===== config.mk =====
export PLATFORM = sky130hd
export DESIGN_NAME = uart_rx
export DESIGN_NICKNAME = d
export VERILOG_FILES = /design/src/rtl/uart_pkg.sv /design/src/rtl/baud_tick_gen.sv /design/src/rtl/uart_rx.sv
export SDC_FILE = /design/constraint.sdc
export NUM_CORES = 1
export LEC_CHECK = 0
export ABC_AREA = 1
export ABC_CLOCK_PERIOD_IN_PS = 1800
export BUFFER_PORTS_ARGS = -buffer_cell sky130_fd_sc_hd__buf_2
export CAP_MARGIN = 20
export CORE_AREA = 5 5 92 68
export CTS_CLUSTER_SIZE = 16
export DETAILED_ROUTE_END_ITERATION = 7
export DIE_AREA = 0 0 97 73
export PLACE_DENSITY = 0.47
export SYNTH_ARGS = -nofsm -noshare
export SYNTH_HDL_FRONTEND = slang
export SYNTH_SLANG_ARGS = --single-unit

===== constraint.sdc =====
create_clock -name clk -period 1.8 [get_ports clk]
set_clock_uncertainty 0.2 [all_clocks]
set_input_delay 0.09 -clock clk [delete_from_list [all_inputs] [get_ports clk]]
set_output_delay 0.09 -clock clk [all_outputs]
set_load 0.005 [all_outputs]

===== src/rtl/uart_pkg.sv =====
// Shared definitions for the UART receiver: state encoding, oversample
// ratio and the baud divider calculation.
package uart_pkg;

  localparam int OVERSAMPLE = 16;

  // Receiver FSM state encoding
  typedef logic [2:0] state_t;
  localparam state_t ST_IDLE  = 3'd0;
  localparam state_t ST_START = 3'd1;
  localparam state_t ST_DATA  = 3'd2;
  localparam state_t ST_STOP  = 3'd3;
  localparam state_t ST_BREAK = 3'd4;

  // Sample-counter positions used by the bit decision logic
  localparam logic [3:0] S_SAMP_A = 4'd7;
  localparam logic [3:0] S_SAMP_B = 4'd8;
  localparam logic [3:0] S_DECIDE = 4'd9;
  localparam logic [3:0] S_LAST   = 4'(OVERSAMPLE - 1);

  // Rounded clocks per oversample tick: round(clk_hz / (baud * OVERSAMPLE))
  function automatic int calc_div(input longint clk_hz, input longint baud);
    longint den;
    den = baud * OVERSAMPLE;
    return int'((clk_hz + den / 2) / den);
  endfunction

endpackage


===== src/rtl/baud_tick_gen.sv =====
// Oversample tick generator: counts 0..DIV-1 and fires a tick on DIV-1.
// A synchronous clear restarts the count so tick phase follows the start edge.
module baud_tick_gen #(
  parameter int DIV = 54
) (
  input  logic clk,
  input  logic reset_n,
  input  logic clear,
  output logic tick
);

  localparam int CW = (DIV > 1) ? $clog2(DIV) : 1;
  localparam logic [CW-1:0] CNT_LAST = CW'(DIV - 1);

  logic [CW-1:0] cnt_q;
  logic [CW-1:0] cnt_d;

  assign tick = (cnt_q == CNT_LAST);

  // Next-count: restart on clear or wrap after the tick
  always_comb begin
    cnt_d = cnt_q + 1'b1;
    if (clear || tick) begin
      cnt_d = '0;
    end
  end

  // Divider counter register
  always_ff @(posedge clk or negedge reset_n) begin
    if (!reset_n) begin
      cnt_q <= '0;
    end else begin
      cnt_q <= cnt_d;
    end
  end

endmodule


===== src/rtl/uart_rx.sv =====
// 8N1 UART receiver with 16x oversampling and 2-of-3 majority bit decision.
// A good stop bit ends the frame at mid-stop so back-to-back frames work;
// a low stop bit reports a framing error and waits for the line to go idle.
module uart_rx
  import uart_pkg::*;
#(
  parameter int CLK_HZ = 100000000,
  parameter int BAUD   = 115200
) (
  input  logic       clk,
  input  logic       reset_n,
  input  logic       rx,
  output logic [7:0] data,
  output logic       rx_valid,
  output logic       frame_err,
  output logic       busy
);

  localparam int DIV = calc_div(longint'(CLK_HZ), longint'(BAUD));

  logic       rx_meta_q, rx_sync_q;
  state_t     state_q, state_d;
  logic [3:0] s_q, s_d;
  logic [2:0] idx_q, idx_d;
  logic [7:0] shift_q, shift_d;
  logic [7:0] data_q, data_d;
  logic       samp_a_q, samp_a_d;
  logic       samp_b_q, samp_b_d;
  logic       rx_valid_q, rx_valid_d;
  logic       frame_err_q, frame_err_d;
  logic       tick;
  logic       div_clear;
  logic       maj;

  baud_tick_gen #(.DIV(DIV)) u_tick (
    .clk     (clk),
    .reset_n (reset_n),
    .clear   (div_clear),
    .tick    (tick)
  );

  // Two-flop synchronizer; line idles high, so both flops reset to 1
  always_ff @(posedge clk or negedge reset_n) begin
    if (!reset_n) begin
      rx_meta_q <= 1'b1;
      rx_sync_q <= 1'b1;
    end else begin
      rx_meta_q <= rx;
      rx_sync_q <= rx_meta_q;
    end
  end

  // Majority of the two stored samples and the live sample at the decide tick
  assign maj = (samp_a_q & samp_b_q) | (samp_a_q & rx_sync_q) | (samp_b_q & rx_sync_q);

  // Divider and sample counter are held cleared while idle, which also
  // clears them on the clock that leaves idle
  assign div_clear = (state_q == ST_IDLE);

  // Receiver FSM, sampling and shift register
  always_comb begin
    state_d     = state_q;
    s_d         = s_q;
    idx_d       = idx_q;
    shift_d     = shift_q;
    data_d      = data_q;
    samp_a_d    = samp_a_q;
    samp_b_d    = samp_b_q;
    rx_valid_d  = 1'b0;
    frame_err_d = 1'b0;

    if (tick) begin
      s_d = s_q + 4'd1;
      if (s_q == S_SAMP_A) samp_a_d = rx_sync_q;
      if (s_q == S_SAMP_B) samp_b_d = rx_sync_q;
    end

    case (state_q)
      ST_IDLE: begin
        s_d = 4'd0;
        if (!rx_sync_q) state_d = ST_START;
      end
      ST_START: begin
        if (tick && s_q == S_DECIDE && maj) begin
          state_d = ST_IDLE;
        end else if (tick && s_q == S_LAST) begin
          state_d = ST_DATA;
          idx_d   = 3'd0;
        end
      end
      ST_DATA: begin
        if (tick && s_q == S_DECIDE) begin
          shift_d = {maj, shift_q[7:1]};
        end
        if (tick && s_q == S_LAST) begin
          if (idx_q == 3'd7) state_d = ST_STOP;
          else               idx_d   = idx_q + 3'd1;
        end
      end
      ST_STOP: begin
        if (tick && s_q == S_DECIDE) begin
          if (maj) begin
            data_d     = shift_q;
            rx_valid_d = 1'b1;
            state_d    = ST_IDLE;
          end else begin
            frame_err_d = 1'b1;
            state_d     = ST_BREAK;
          end
        end
      end
      ST_BREAK: begin
        if (rx_sync_q) state_d = ST_IDLE;
      end
      default: state_d = ST_IDLE;
    endcase
  end

  // State and datapath registers
  always_ff @(posedge clk or negedge reset_n) begin
    if (!reset_n) begin
      state_q     <= ST_IDLE;
      s_q         <= 4'd0;
      idx_q       <= 3'd0;
      shift_q     <= 8'h00;
      data_q      <= 8'h00;
      samp_a_q    <= 1'b0;
      samp_b_q    <= 1'b0;
      rx_valid_q  <= 1'b0;
      frame_err_q <= 1'b0;
    end else begin
      state_q     <= state_d;
      s_q         <= s_d;
      idx_q       <= idx_d;
      shift_q     <= shift_d;
      data_q      <= data_d;
      samp_a_q    <= samp_a_d;
      samp_b_q    <= samp_b_d;
      rx_valid_q  <= rx_valid_d;
      frame_err_q <= frame_err_d;
    end
  end

  assign data      = data_q;
  assign rx_valid  = rx_valid_q;
  assign frame_err = frame_err_q;
  assign busy      = (state_q != ST_IDLE);

endmodule


==> results.sh, run 1 <==
export IMPL_cts_sinks=38
export IMPL_die_area_sq_um=7080
export IMPL_drv_cap=0
export IMPL_drc_errors=0
export IMPL_avgSynthCellArea_sq_um=9.04
export IMPL_cts_max_path_buffers=2
export IMPL_p_leak_uw=0.00113
export IMPL_drive_gt1_share_pct=31.5
export IMPL_cp_buffers_inverters=1
export IMPL_synth_top_area_share_pct=50.3
export IMPL_reg2reg_from="idx_q[0]"
export IMPL_clock_latency_ns=0.29
export IMPL_fin_total_pwr_uw=1500
export IMPL_grt_busiest_layer="met1"
export IMPL_critPathKind="register to register"
export IMPL_dieWidth_microns=97
export IMPL_period_minus_slack_ns=1.76
export IMPL_routed_via_density=4.39
export IMPL_start_util_pct=32.9
export IMPL_ios=14
export IMPL_final_core_util_pct=42.5
export IMPL_syn_to_final_growth_pct=29.1
export IMPL_synthCells=198
export IMPL_grt_max_degree=23
export IMPL_dp_slack_ns=-0.00466
export IMPL_ir_drop_v=0.000287
export IMPL_gr_usage_met2_pct=13.8
export IMPL_dp_hpwl_microns=2450
export IMPL_p_per_area_nw_per_um2=648
export IMPL_ctsRootBufferMaster="clkbuf_8"
export IMPL_startpoint_type="register"
export IMPL_met3_usage_pct=4.01
export IMPL_max_slew_margin_pct=71.9
export IMPL_cp_num_cells=8
export IMPL_endpoint_kind="register"
export IMPL_crit_chain="ha_2, ha_2, nand3b_1, nand2_2, a21oi_4, buf_6, nand3_1, nand2_1"
export IMPL_tightest_slew_ns=0.421
export IMPL_antenna_found_initial=0
export IMPL_dr_pass1_iters=4
export IMPL_first_global_vias=1224
export IMPL_min_path_type="primary input to asynchronous set/reset pin"
export IMPL_critPathTopFamily="simple AND/OR/NAND/NOR gates"
export IMPL_dieHeight_microns=73
export IMPL_grt_pass1_wl_microns=5930
export IMPL_arrival_ns=1.74
export IMPL_yosysUniqueCellTypes=29
export IMPL_place_congestion=0.764
export IMPL_num_rows=23
export IMPL_core_area_sq_um=5440
export IMPL_place_inst=295
export IMPL_cp_common_cell="ha_2"
export IMPL_clk_pin_slew_ns=0.07
export IMPL_fin_ws_ns=0.0435
export IMPL_status="completed"
export IMPL_instances_no_fill=310
export IMPL_drt_iter0_markers=56
export IMPL_totalWireLength_microns=3730
export IMPL_cts_buffers_inserted=5
export IMPL_mostFrequentLayoutCell="nand2_1"
export IMPL_r2r_end="state_q[0]"
export IMPL_num_vias=1361
export IMPL_overflow=0
export IMPL_hold_viol_final=0
export IMPL_reg2reg_slack_ns=0.04
export IMPL_drv_slew=0
export IMPL_syn_nets=208
export IMPL_wl_per_cell_microns=12.0
export IMPL_synth_top_area_cell="dfrtp_1"
export IMPL_antenna_cells=0
export IMPL_grt_met1_usage_pct=16.1
export IMPL_cts_tree="built"
export IMPL_yosys_register_bits=38
export IMPL_critical_path_max_stage_delay_ns=0.40
export IMPL_seq_area_frac_synth_pct=53.2
export IMPL_yosysWarnings=0
export IMPL_reg2reg_depth=8
export IMPL_grt_total_usage_pct=10.6
export IMPL_fin_nets=244
export IMPL_min_period_over_period_pct=97.6
export IMPL_layout_common_cells="nand2_1 (44), dfrtp_1 (36), inv_1 (22), buf_2 (14)"
export IMPL_synth_area_sq_um=1790
export IMPL_port_buffers=13
export IMPL_ant_nets=0
export IMPL_critPathMaxFanout=3
export IMPL_whs_ns=0.0689
export IMPL_max_freq_ghz=0.569
export IMPL_required_ns=1.78
export IMPL_rsz0062_at_grt="yes"
export IMPL_ys_top_cells_by_area="dfrtp_1 (50%), nand2_1 (11%), ha_1 (4.9%), inv_1 (4.6%), nand3_1 (4.2%)"
export IMPL_cp_slowest_cell="dfrtp_1"
export IMPL_setup_viol=0
export IMPL_cts_htree_levels=2
Yosys cell counts:
cell and number:
nor2_4 1, nor3_1 2, ha_1 7, nor3b_1 1, dfstp_2 2, o21ai_0 12, a21oi_2 1, inv_2 1
o21ai_2 8, nand3_1 15, nand2_1 51, o21ai_1 1, nand2_2 1, xor2_1 1, and3b_1 1, inv_1 22
nor2_2 2, buf_6 1, clkinv_1 1, and3_1 1, xnor2_1 1, nor4_1 1, dfrtp_1 36, nor2_1 14
nand4_1 7, a21oi_1 3, nand3_4 1, buf_4 2, nand3b_1 1
layer usage:
layer	share of wire (%)	routed length, microns
met5	0	0
met4	0.72	27
met3	3.6	135
met2	42	1560
met1	54	2010
kinds of logic (layout without fill, tap and decap cells):
| family | after synthesis | count (layout) | share of synthesized area, % |
|---|---|---|---|
| compound gates | 25 | 25 | 8.87 |
| xor+xnor | 2 | 2 | 0.979 |
| fa+ha+maj | 7 | 7 | 4.89 |
| buf+inv | 27 | 63 | 6.50 |
| flops | 38 | 38 | 53.2 |
| simple gates | 99 | 100 | 25.5 |
worst reg2reg max path: cells and delay by family (launching register included):
kind | cells | cell delay [ns]
buffers and inverters | 1 | 0.13
AOI/OAI and AO/OA | 1 | 0.05
DFF | 1 | 0.40
and+or+nand+nor | 4 | 0.53
adders and majority gates | 2 | 0.34
stage by stage:
step,setup TNS (ns),area (sq um)
after floorplan,0,1790
after global placement,0,2040
after detailed placement,-0.0141,2040
after CTS,-0.00145,2160
after global routing,-0.424,2310
final,0,2310
worst max path at each step:
stage                                from    endpoint  slack [ns]
final                            idx_q[0]  state_q[0]        0.04
after global routing      u_tick.cnt_q[1]    idx_q[2]       -0.05
after global placement    u_tick.cnt_q[1]     data[6]        0.04
after CTS                 u_tick.cnt_q[1]     data[6]      -0.001
after detailed placement  u_tick.cnt_q[1]     data[6]      -0.005
after floorplan           u_tick.cnt_q[1]     data[6]        0.15
registers in the layout, summed over array words and instances (netlist names):
| register | cells |
|---|---|
| data | 8 |
| frame_err | 1 |
| idx_q | 3 |
| rx_meta_q | 1 |
| rx_sync_q | 1 |
| rx_valid | 1 |
| s_q | 4 |
| samp_a_q | 1 |
| samp_b_q | 1 |
| shift_q | 8 |
| state_q | 3 |
| u_tick.cnt_q | 6 |
repair_timing:
| item | 4_1_cts | 5_1_grt |
|---|---|---|
| cloned | 0 | 2 |
| pin swaps | 0 | 6 |
| setup endpoints to repair | 11 | 16 |
| resized for setup | 2 | 28 |
| buffers inserted | 0 | 3 |
| hold buffers | 2 | 0 |
| endpoints found under the hold margin | 39 | 0 |
layout make-up:
cell class / instances / area (sq um)
clock buffers: 6 / 82.6
clock inverters: 2 / 12.5
fillers: 551 / 3130
inverters: 24 / 90.1
multi-input cells: 134 / 845
flip-flops and latches: 38 / 953
well taps: 75 / 93.8
repair buffers: 31 / 235
report_power, final:
group	switching [uW]	leakage (uW)	internal (uW)
clock	303	0.0000472	308
sequential	1.50	0.000509	857
combinational	19.6	0.000571	9.13
No activity file was read; power rests on OpenSTA's default activity.
==> run 2: changes to the inputs <==
--- a/config.mk
+++ b/config.mk
@@ -14,6 +14,7 @@
 export DETAILED_ROUTE_END_ITERATION = 7
 export DIE_AREA = 0 0 97 73
 export PLACE_DENSITY = 0.47
+export SETUP_SLACK_MARGIN = 0.05
 export SYNTH_ARGS = -nofsm -noshare
 export SYNTH_HDL_FRONTEND = slang
 export SYNTH_SLANG_ARGS = --single-unit
==> run 2 against run 1 <==
Net effect:
- critical path depth unchanged
- register-to-register slack better by 0.04 ns
- cell count grew 0.32%
- maximum frequency is 2.5% higher
- first-iteration DRC count increased by 23%
- total power up 0.33%
- die area did not move
- worst hold slack got worse by 0.0024 ns
- sequential power is essentially flat
- flip-flop and latch count stayed put
- via count is 0.96% higher
- largest cell class unchanged
- highest routed layer unchanged
==> results.sh, run 2 (same netlist as run 1, synthesis figures left out) <==
export IMPL_r2r_end="state_q[0]"
export IMPL_routed_via_density=4.42
export IMPL_dp_hpwl_microns=2450
export IMPL_grt_max_degree=23
export IMPL_overflow=0
export IMPL_cp_slowest_cell="dfrtp_1"
export IMPL_max_freq_ghz=0.584
export IMPL_place_inst=295
export IMPL_cts_sinks=38
export IMPL_dieHeight_microns=73
export IMPL_dieWidth_microns=97
export IMPL_final_core_util_pct=42.0
export IMPL_antenna_found_initial=0
export IMPL_critical_path_max_stage_delay_ns=0.40
export IMPL_max_slew_margin_pct=71.9
export IMPL_start_util_pct=32.9
export IMPL_rsz0062_at_grt="yes"
export IMPL_fin_area_sq_um=2280
export IMPL_reg2reg_slack_ns=0.09
export IMPL_p_leak_uw=0.00112
export IMPL_ctsRootBufferMaster="clkbuf_8"
export IMPL_ir_drop_v=0.000287
export IMPL_arrival_ns=1.70
export IMPL_clock_latency_ns=0.29
export IMPL_port_buffers=13
export IMPL_cp_common_cell="ha_2"
export IMPL_cts_tree="built"
export IMPL_drt_iter0_markers=69
export IMPL_ant_nets=0
export IMPL_required_ns=1.79
export IMPL_grt_total_usage_pct=10.7
export IMPL_syn_to_final_growth_pct=27.6
export IMPL_reg2reg_depth=8
export IMPL_die_area_sq_um=7080
export IMPL_place_congestion=0.764
export IMPL_critPathTopFamily="simple AND/OR/NAND/NOR gates"
export IMPL_hold_viol_final=0
export IMPL_totalWireLength_microns=3800
export IMPL_cts_buffers_inserted=5
export IMPL_startpoint_type="register"
export IMPL_dr_pass1_iters=6
export IMPL_min_period_over_period_pct=95.2
export IMPL_core_area_sq_um=5440
export IMPL_critPathKind="register to register"
export IMPL_reg2reg_from="idx_q[0]"
export IMPL_cts_htree_levels=2
export IMPL_ios=14
export IMPL_setup_viol=0
export IMPL_cp_buffers_inverters=1
export IMPL_drive_gt1_share_pct=29.7
export IMPL_period_minus_slack_ns=1.71
export IMPL_endpoint_kind="register"
export IMPL_drv_slew=0
export IMPL_min_path_type="primary input to asynchronous set/reset pin"
export IMPL_placed_area_sq_um=2040
export IMPL_drc_errors=0
export IMPL_grt_pass1_wl_microns=5980
export IMPL_first_global_vias=1229
export IMPL_critPathMaxFanout=3
export IMPL_p_per_area_nw_per_um2=658
export IMPL_num_rows=23
export IMPL_status="completed"
export IMPL_mostFrequentLayoutCell="nand2_1"
export IMPL_tightest_slew_ns=0.421
export IMPL_drv_cap=0
export IMPL_whs_ns=0.0666
export IMPL_wl_per_cell_microns=12.2
export IMPL_fin_nets=245
export IMPL_layout_common_cells="nand2_1 (47), dfrtp_1 (36), inv_1 (22), buf_2 (14)"
export IMPL_crit_chain="ha_2, ha_2, nand3b_1, nand2_2, a21oi_4, buf_6, nand3_1, nand2_1"
export IMPL_clk_pin_slew_ns=0.08
export IMPL_antenna_cells=0
export IMPL_num_vias=1374
export IMPL_instances_no_fill=311
export IMPL_cts_max_path_buffers=2
run 2: cell count changes in the layout (fill, tap and decap cells not counted):
| cell | before | now |
|---|---|---|
| nand2_1 | 44 | 47 |
| nand2_4 | 4 | 1 |
| nand3_1 | 9 | 11 |
| buf_4 | 11 | 12 |
| nand3_2 | 5 | 4 |
| nand3_4 | 3 | 2 |
| nor2_2 | 2 | 1 |
| nor2_4 | 3 | 4 |
run 2: report_power, final:
part | leakage (uW) | total (uW) | internal [uW] | switching [uW]
clock network | 0.0000472 | 616 | 308 | 308
registers | 0.000509 | 859 | 857 | 1.50
logic | 0.000564 | 28.6 | 9.13 | 19.5
total | 0.00112 | 1500 | 1170 | 329
run 2: repair_timing:
action | in CTS | in global routing
setup buffers | 1 | 3
hold endpoints to repair | 39 | 0
setup endpoints to repair | 13 | 18
pin swaps | 1 | 5
cloned | 0 | 2
hold buffers | 2 | 0
resized for setup | 4 | 18
run 2: layer usage:
metal / share of wire [%] / routed length (microns) / track usage (%)
met1: 53 / 2020 / 16.3
met2: 42 / 1620 / 13.8
met3: 3.8 / 143 / 4.01
met4: 0.71 / 27 / 3.27
met5: 0 / 0 / 0
run 2: cell type report:
type                    count  area [sq um]
inverters                  24          90.1
clock inverters             2          12.5
clock buffers               6          82.6
fillers                   557          3150
flip-flops and latches     38           953
repair buffers             32           243
well taps                  75          93.8
multi-input cells         134           810
run 2: how the worst max path moves through the flow:
stage / end / slack [ns] / cells past startpoint / startpoint
after detailed placement: data[6] / -0.005 / 9 / u_tick.cnt_q[1]
after floorplan: data[6] / 0.15 / 10 / u_tick.cnt_q[1]
after global routing: idx_q[2] / -0.02 / 11 / u_tick.cnt_q[1]
final: state_q[0] / 0.09 / 8 / idx_q[0]
after CTS: data[6] / 0.01 / 9 / u_tick.cnt_q[1]
after global placement: data[6] / 0.04 / 9 / u_tick.cnt_q[1]
run 2: through the flow:
stage          setup TNS [ns]  worst slack, ns  power, uW
4_1_cts                     0           0.0106       1530
6_report                    0           0.0865       1500
2_1_floorplan               0            0.152        877
3_3_place_gp                0           0.0367        903
3_5_place_dp          -0.0141         -0.00466        903
5_1_grt               -0.0212          -0.0212       1570
run 2: worst reg2reg max path: stages, from the launching register on:
cell	delay [ns]
dfrtp_1	0.40
ha_2	0.18
ha_2	0.16
nand3b_1	0.23
nand2_2	0.13
a21oi_4	0.05
buf_6	0.13
nand3_1	0.08
nand2_1	0.05
